--- src/rtl/if_stage.sv ---
// Instruction-fetch stage of the RV32I pipeline.
// Owns the PC and the IF/ID register, and handles redirect/squash, stall, EBREAK halt and misaligned-target faults.
module if_stage #(
   parameter logic [31:0] RESET_PC       = 32'h0000_0000,
   parameter logic [31:0] NOP_INSTR      = 32'h0000_0013,
   parameter bit          HALT_ON_EBREAK = 1'b1
) (
   input  logic        clk,
   input  logic        resetn,
   output logic [31:0] pc_out,
   input  logic [31:0] instr_if,
   input  logic        stall,
   input  logic        redirect_en,
   input  logic [31:0] redirect_pc,
   output logic [31:0] if_id_pc,
   output logic [31:0] if_id_pc_plus4,
   output logic [31:0] if_id_instr,
   output logic        if_id_valid,
   output logic        halted,
   output logic        fetch_fault
);

   localparam logic [31:0] EBREAK = 32'h0010_0073;

   typedef enum logic [1:0] {RUN, HALT_PEND, HALT, FAULT} state_t;

   state_t      state_q, state_d;
   logic [31:0] pc_q, pc_d;
   logic [31:0] if_id_pc_q, if_id_pc_d;
   logic [31:0] if_id_pc4_q, if_id_pc4_d;
   logic [31:0] if_id_instr_q, if_id_instr_d;
   logic        if_id_valid_q, if_id_valid_d;
   logic        halted_q, halted_d;
   logic        fault_q, fault_d;
   logic [31:0] pc_plus4;

   assign pc_plus4 = pc_q + 32'd4;

   always_comb begin
      state_d       = state_q;
      pc_d          = pc_q;
      if_id_pc_d    = if_id_pc_q;
      if_id_pc4_d   = if_id_pc4_q;
      if_id_instr_d = if_id_instr_q;
      if_id_valid_d = if_id_valid_q;
      halted_d      = halted_q;
      fault_d       = fault_q;

      case (state_q)
         RUN, HALT_PEND: begin
            if (redirect_en) begin
               // A redirect squashes whatever is in ID, including a pending EBREAK.
               pc_d          = redirect_pc;
               if_id_pc_d    = 32'd0;
               if_id_pc4_d   = 32'd4;
               if_id_instr_d = NOP_INSTR;
               if_id_valid_d = 1'b0;
               if (redirect_pc[1:0] != 2'b00) begin
                  state_d = FAULT;
                  fault_d = 1'b1;
               end else begin
                  state_d = RUN;
               end
            end else if (!stall) begin
               if (state_q == RUN) begin
                  pc_d          = pc_plus4;
                  if_id_pc_d    = pc_q;
                  if_id_pc4_d   = pc_plus4;
                  if_id_instr_d = instr_if;
                  if_id_valid_d = 1'b1;
                  if (HALT_ON_EBREAK && instr_if == EBREAK)
                     state_d = HALT_PEND;
               end else begin
                  if_id_pc_d    = 32'd0;
                  if_id_pc4_d   = 32'd4;
                  if_id_instr_d = NOP_INSTR;
                  if_id_valid_d = 1'b0;
                  state_d       = HALT;
                  halted_d      = 1'b1;
               end
            end
         end
         default: ;
      endcase
   end

   always_ff @(posedge clk or negedge resetn) begin
      if (!resetn) begin
         state_q       <= RUN;
         pc_q          <= RESET_PC;
         if_id_pc_q    <= 32'd0;
         if_id_pc4_q   <= 32'd4;
         if_id_instr_q <= NOP_INSTR;
         if_id_valid_q <= 1'b0;
         halted_q      <= 1'b0;
         fault_q       <= 1'b0;
      end else begin
         state_q       <= state_d;
         pc_q          <= pc_d;
         if_id_pc_q    <= if_id_pc_d;
         if_id_pc4_q   <= if_id_pc4_d;
         if_id_instr_q <= if_id_instr_d;
         if_id_valid_q <= if_id_valid_d;
         halted_q      <= halted_d;
         fault_q       <= fault_d;
      end
   end

   assign pc_out         = pc_q;
   assign if_id_pc       = if_id_pc_q;
   assign if_id_pc_plus4 = if_id_pc4_q;
   assign if_id_instr    = if_id_instr_q;
   assign if_id_valid    = if_id_valid_q;
   assign halted         = halted_q;
   assign fetch_fault    = fault_q;

endmodule

--- config.mk ---
export PLATFORM = sky130hd
export DESIGN_NAME = if_stage
export DESIGN_NICKNAME = d
export VERILOG_FILES = /design/src/rtl/if_stage.sv
export SDC_FILE = /design/constraint.sdc
export NUM_CORES = 1
export LEC_CHECK = 0
export CAP_MARGIN = 5
export CORE_MARGIN = 5
export CORE_UTILIZATION = 45
export CTS_BUF_LIST = sky130_fd_sc_hd__clkbuf_4 sky130_fd_sc_hd__clkbuf_8
export CTS_CLUSTER_SIZE = 16
export DETAILED_ROUTE_END_ITERATION = 12
export PLACE_DENSITY = 0.79
export SLEW_MARGIN = 20
export SYNTH_ARGS = -nofsm -noshare
export SYNTH_HDL_FRONTEND = slang
export SYNTH_SLANG_ARGS = --single-unit
--- constraint.sdc ---
create_clock -name clk -period 2.77 [get_ports clk]
set_input_delay 0.4155 -clock clk [delete_from_list [all_inputs] [get_ports clk]]
set_output_delay 0.4155 -clock clk [all_outputs]
set_load 0.03 [all_outputs]
After elaboration in Yosys (flattened, before gate mapping):

Index checks and enable logic that the tools add are counted.

* input bits: 68
* word-level logic and storage cells: 45
* register bits after elaboration: 133
* output and inout bits: 131

* add/sub/neg operators: 1
* bitwise operators: 3
* reductions and logical operators: 9
* muxes and demuxes: 20
* equality and inequality tests: 4

Operator list (number)
* two-way mux 32 bit: 12
* adder 32 x 3 -> 32 bit (second input constant): 1
* == test 32 x 21 -> 1 bit (second input constant): 1
* two-way mux 2 bit: 5
* AND reduction 3 bit: 3
* AND reduction 4 bit: 1
* nonzero test 2 bit: 2
* two-way mux 1 bit: 3
* inequality test 3 x 2 -> 1 bit (second input constant): 1
* NOT 1 bit: 3
* == test 2 x 1 -> 1 bit (second input constant): 1
* logical NOT 2 bit: 1
* inequality test 2 x 1 -> 1 bit (second input constant): 1
* AND reduction 2 bit: 1
* OR reduction 2 bit: 1

Logic depth before layout (Yosys ltp):

Gate-level depths: netlist of run 1.

* depth after elaboration: 5
* depth in mapped cells: 8
* gate-level depth less buffers: 6

Worst setup path after synthesis of run 1:

OpenSTA, ideal clock, no wires.

* kind: register -> register
* from: register pc_q[2], in the netlist pc_out[2]
* to: register pc_q[30], in the netlist pc_out[30]
* cell stages (with the launch flop): 8
* data required time: 2646 ps
* library setup time: 124 ps
* clock period less this slack: 2241 ps
* slack: 529 ps
* data arrival time: 2117 ps
* path buffers: 1
* cells stage by stage: dfrtp_1 -> ha_1 -> nand3_4 -> or3_1 -> buf_6 -> nor4_4 -> a31oi_1 -> o31a_1

* cells in the longest elaborated chain, start to end: 4

RTL lines
* start, declared: RTL line 28 `logic [31:0] pc_q, pc_d;`
* start signal, assigned: RTL line 99 `pc_q <= pc_d;`
* adder 32 x 3 -> 32 bit: RTL line 37 `assign pc_plus4 = pc_q + 32'd4;`
* two-way mux 32 bit: RTL line 65 `if (state_q == RUN) begin`
* two-way mux 32 bit: RTL line 64 `end else if (!stall) begin`
* two-way mux 32 bit: RTL line 51 `if (redirect_en) begin`

No other way between the ends. The select of a mux whose other input is x is not followed.
A chain may end at the register's enable or synchronous reset.

Final worst setup path of run 1:

* from: register pc_q[2], in the netlist pc_out[2]
* to: register pc_q[24], in the netlist pc_out[24]

Same word-level chain as after synthesis.

==> metrics.txt, run 1 <==
Worst path top cell family by delay simple AND/OR/NAND/NOR gates; max incr delay on CP between 0.6 and 0.7 ns; number of buffers and inverters on the critical path 0; asr flop ratio synth 100.0%; synth warn 0; cell-internal power 3.437 mW; Die Ht between 100 and 150 microns; average wire per standard cell between 20 and 25 microns; leakage 3.641 nW; Root Driver clkbuf_8; sequential cell area fraction in the yosys report approximately 54%; number of flops mapped to enable cells by yosys 0; Worst Path Max Fanout 8; H-tree levels 4; Final min period between 2 and 2.5 ns; clock skew 0.009554 ns; critical path type reg -> reg; Syn Area/Cell about 11 sq um; number of global-route vias before repair between 5,000 and 6,000; worst setup margin 0.5011 ns; Synth top area share a little over half; Flop pwr share a little under half; layout cells sized above 1 9.740%; Total GRT Usage ~24%; hold_ws between 0.4 and 0.5 ns; Layout area overhead 42.20%; fin util approximately two thirds; largest net degree at the start of global routing 66; post-synth cell types 56; violation count after the first detailed-route iteration between 400 and 500; CTS buffer count 17; number of diodes 0; Remaining Overflow, GRT 0; P_sw around 1.4 mW; area occupied by multi-input gates approximately 2500 sq um; Sequential cell area about 3300 sq um; Clock Latency Late Sink between 0.4 and 0.5 ns; via count between 5,000 and 6,000; Num Clock Sinks between 100 and 150; placed cells 913; sw frac approximately 30%; Post-CTS Repair Setup Buffers 0; CTS tree built; power share of the combinational group between 20% and 30%; drt drc 0; synth top area cells dfrtp_1 53%, a22o_1 8.1%, nand2_1 4.7%; Detail Placement HPWL ~14,000 microns; # nets final 826; Final period util 81.91%; first-pass GRT wire length a little over 30,000 microns; Slew @ Worst Pin about 0.69 ns; Synth area leader dfrtp_1; Post-Place Worst Slack 0.2309 ns; CTS clk-pin slew, worst paths 0.07 ns; die width ~130 microns; RSZ-0062 raised after global routing no; gpl congestion 0.8769; Final Hold Vio Count 0; num rows 42; outcome complete, no violations; post-route insts no fill around 950; Setup TNS Final 0 ns; Synth Flop Type dfrtp_1; pwr/cell area about 570 nW/um^2; Worst setup EP type flop; crit path DAT 2.61 ns; Worst Hold Class reg -> reg; Post-DRT Antenna Nets 0; I/O Buffers between 150 and 200; FMAX approximately 440 MHz; clock share of power between 30% and 40%; Core Box Area 13,190 sq um; Max VDD drop 0.3520 mV; CTS hold repair buffers 1; initial antenna violation count 0; # fillers ~1,000; via/cell ratio slightly below 6; syn nets about 640; final count of pins violating max slew 0; clk buf depth 2; Post-Syn Instances 570; Crit-path slowest cell or3_1; Setup violations, final 0; Initial Util 45.70%; Max Cap Viol 0; die area ~16,000 sq um; num ports just under 200; startpoint class of the critical path flop; post_cts resized 0; Syn Std Cell Area 6028 sq um; flops & latches, synth about 130; crit-path cells ha_1 -> nand3_4 -> or3_1 -> o31ai_1 -> a21oi_1 -> a311oi_1; drt pass-1 iters 5; Rel. slew slack a little over half; Post-Route WL around 19,000 microns; Req. time, crit path between 3 and 4 ns
sequential cells by signal, summed over array words and instances, names as in the netlist:
signal,count
halted,1
pc_out,32
if_id_valid,1
if_id_pc_plus4,30
if_id_instr,32
if_id_pc,32
fetch_fault,1
state_q,2
power groups by stage:
stage	Combinational [mW]	Sequential (mW)	Clock (mW)
floorplan	0.185	2.55	0
finish	1.10	2.20	1.57
global placement	1.09	2.22	0
global route	1.16	2.22	1.69
detailed placement	1.11	2.23	0
CTS	1.11	2.20	1.60
metal layers:
metal	vias up	global-route usage [%]	wire, microns
li1	2445	-	-
met1	2745	30.38	7826
met2	250	39.84	9539
met3	45	5.885	1285
met4	0	12.30	631
met5	-	0	0
cell usage in the layout, fill, tap and decap left out, types with 6 or more instances in the layout:
| cell | n |
|---|---|
| a21oi_1 | 19 |
| a22o_1 | 56 |
| a22oi_1 | 8 |
| buf_4 | 23 |
| clkbuf_4 | 6 |
| clkbuf_8 | 21 |
| clkdlybuf4s50_1 | 197 |
| dfrtp_1 | 127 |
| mux2i_1 | 11 |
| nand2_1 | 76 |
| nand3_1 | 11 |
| nand4_1 | 10 |
| nor2_1 | 28 |
| nor3_1 | 12 |
| nor4_1 | 8 |
| o21ai_0 | 34 |
| o22ai_1 | 12 |
| xnor2_1 | 16 |
| xor2_1 | 10 |
cell usage after synthesis, drive strengths merged (13+ instances only):
| cell | number |
|---|---|
| nor4 | 13 |
| o21ai | 38 |
| a22o | 56 |
| xnor2 | 16 |
| nor2 | 28 |
| a21oi | 19 |
| dfrtp | 127 |
| clkbuf | 31 |
| buf | 24 |
| nand2 | 76 |
logic make-up after synthesis:
| group | count (synthesis) | synth area share [%] |
|---|---|---|
| buf+inv | 60 | 4.628 |
| fa+ha+maj | 1 | 0.2075 |
| compound gates | 166 | 19.78 |
| mux | 11 | 1.827 |
| simple gates | 175 | 15.32 |
| xor+xnor | 26 | 3.777 |
| flops | 131 | 54.46 |
final timing paths:
kind | endpoint | slack, ns | cells after the start | startpoint
min in group asynchronous | if_id_pc[16]$_DFFE_PN0P_ | 0.54 | 2 | resetn
setup / recovery | pc_out[24]$_DFFE_PN0P_ | 0.50 | 6 | pc_out[2]$_DFFE_PN0P_
max in group asynchronous | if_id_instr[1]$_DFFE_PN1P_ | 1.48 | 3 | resetn
setup reg to reg | pc_out[24]$_DFFE_PN0P_ | 0.50 | 6 | pc_out[2]$_DFFE_PN0P_
hold reg to reg | halted$_DFFE_PN0P_ | 0.47 | 1 | halted$_DFFE_PN0P_
hold / removal | halted$_DFFE_PN0P_ | 0.47 | 1 | halted$_DFFE_PN0P_
metrics by stage:
stage | power [mW] | area (sq um)
3_3_place_gp | 3.314 | 8178
3_5_place_dp | 3.341 | 8178
6_report | 4.877 | 8572
5_1_grt | 5.067 | 8572
4_1_cts | 4.912 | 8572
2_1_floorplan | 2.740 | 6028
area by class of cell:
class / instances / share of cell area [%]
clock buffer: 27 / 3.897
clock inverter: 5 / 0.5839
inverter: 5 / 0.2189
multi-input combinational: 379 / 28.93
sequential: 131 / 38.30
tap: 176 / 2.569
timing repair buffer: 223 / 25.50
(Power assumes the default switching activity.)
==> inputs of run 2 (changes only) <==
Settings changed: CORE_UTILIZATION 45 to 43.
Clock period 2.77 ns to 2 ns, I/O delays scaled along.
==> metrics.txt, run 2 (same netlist as run 1, synthesis figures left out) <==
Final min period approximately 2 ns; Post-DRT Antenna Nets 0; startpoint class of the critical path flop; Total GRT Usage between 20% and 30%; Cell Area, Placed roughly 8500 sq um; CTS tree built; critical path type reg -> out; Worst setup EP type output pin; Final period util ~100%; largest net degree at the start of global routing 47; Clock Latency Late Sink between 0.4 and 0.5 ns; Detail Placement HPWL 14,640 microns; CTS buffer count 17; num ports between 150 and 200; most common cell after layout, fill and taps aside clkdlybuf4s50_1; gpl congestion just under 0.9; RSZ-0062 raised after global routing no; number of diodes 0; Post-Place Worst Slack -0.1126 ns; Worst Path Max Fanout 6; layout cells sized above 1 15.20%; violation count after the first detailed-route iteration 535; drt drc 0; Root Driver clkbuf_8; hold_ws about 0.35 ns; Initial Util roughly 44%; Layout area overhead 48.94%; Rel. slew slack 69.25%; pwr/cell area roughly 790 nW/um^2; worst setup margin 0.05187 ns; average wire per standard cell ~20 microns; via count 5,585; Core Box Area between 10,000 and 15,000 sq um; leakage roughly 4 nW; Num Clock Sinks roughly 130; Max VDD drop roughly 0.49 mV; placed cells 955; Post-Route WL ~20,000 microns; Final Instance Area around 9000 sq um; Crit-path slowest cell clkdlybuf4s50_1; Remaining Overflow, GRT 0; # fillers between 1,000 and 1,500; I/O Buffers slightly below 200; clk buf depth 2; PnR Total Power 7.075 mW; final count of pins violating max slew 0; CTS clk-pin slew, worst paths around 0.080 ns; first-pass GRT wire length between 30,000 and 40,000 microns; drt pass-1 iters 5; max incr delay on CP 0.67 ns; Final Hold Vio Count 0; FMAX ~510 MHz; Slew @ Worst Pin 0.4599 ns; outcome complete, no violations; post-route insts no fill between 900 and 1,000; die area about 16,000 sq um; Req. time, crit path 1.70 ns; most frequent cells in the layout 167 x clkdlybuf4s50_1, 121 x dfrtp_1, 76 x nand2_1, 60 x buf_4, 56 x a22o_1; number of global-route vias before repair about 5,700; num rows 43; r2r setup slk approximately 0.13 ns; Max Cap Viol 0; clock skew ~0.010 ns; via/cell ratio about 5.6; # nets final 865; H-tree levels 4; die width 128.4 microns; Setup violations, final 0; crit-path cells buf_4 -> clkdlybuf4s50_1; Worst Hold Class in -> async; initial antenna violation count 0; crit path DAT approximately 1.7 ns; Die Ht between 100 and 150 microns
[run 2: cell count changes in the layout (fill, tap and decap cells not counted), sizes merged]
cell,before,now
clkinvlp,0,1
dlygate4sd2,0,21
clkbuf,27,22
dlymetal6s2s,0,9
buf,25,64
clkdlybuf4s50,197,167
clkinv,5,6
bufinv,1,4
[run 2: worst max-delay path, delay by kind of cell, from the launching register on]
family	cells	cell delay, ns
buffers and inverters	2	0.82
DFF	1	0.37
[run 2: worst paths after layout]
kind,start,end,depth (start not counted)
min reg2reg,if_id_pc_plus4[14]$_DFFE_PN0P_,if_id_pc_plus4[14]$_DFFE_PN0P_,2
min in group clk,redirect_pc[24],pc_out[24]$_DFFE_PN0P_,3
min,resetn,if_id_pc_plus4[6]$_DFFE_PN0P_,2
max,pc_out[17]$_DFFE_PN0P_,pc_out[17],2
max reg2reg,pc_out[3]$_DFFE_PN0P_,if_id_pc_plus4[22]$_DFFE_PN0P_,8
max in group asynchronous,resetn,if_id_pc[9]$_DFFE_PN0P_,3
[run 2: area by class of cell]
class / instances / area, sq um / share of cell area, %
clock buffer: 22 / 284.0 / 3.163
clock inverter: 10 / 156.4 / 1.742
inverter: 5 / 18.77 / 0.2090
multi-input combinational: 379 / 2504 / 27.88
sequential: 131 / 3291 / 36.65
tap: 180 / 225.2 / 2.508
timing repair buffer: 262 / 2500 / 27.84
[run 2: where the power goes]
part	switching (mW)	internal (mW)	total [mW]
combinational	0.845	0.687	1.53
clock	1.04	1.46	2.50
sequential	0.159	2.89	3.05
[run 2: what timing repair did]
| action | CTS | global route |
|---|---|---|
| hold endpoints to repair | 42 | 0 |
| pin swaps | 0 | 1 |
| buffers inserted | 0 | 1 |
| resized for setup | 21 | 11 |
| hold buffers | 1 | 0 |
| endpoints found under the setup margin | 21 | 22 |
[run 2: per-stage QoR]
stage	setup TNS [ns]	util, %
2_1_floorplan	0	-
3_3_place_gp	-0.06842	61.57
3_5_place_dp	-0.1626	61.57
4_1_cts	0	64.64
5_1_grt	0	64.94
6_report	0	64.94
[run 2: routing by layer]
layer  track usage (%)  wire length, microns  share of wire (%)
met3             5.770                  1203                6.1
met2             39.81                  9856                 50
met4             9.238                   644                3.3
met5                 0                     0                  0
met1             31.17                  8093                 41
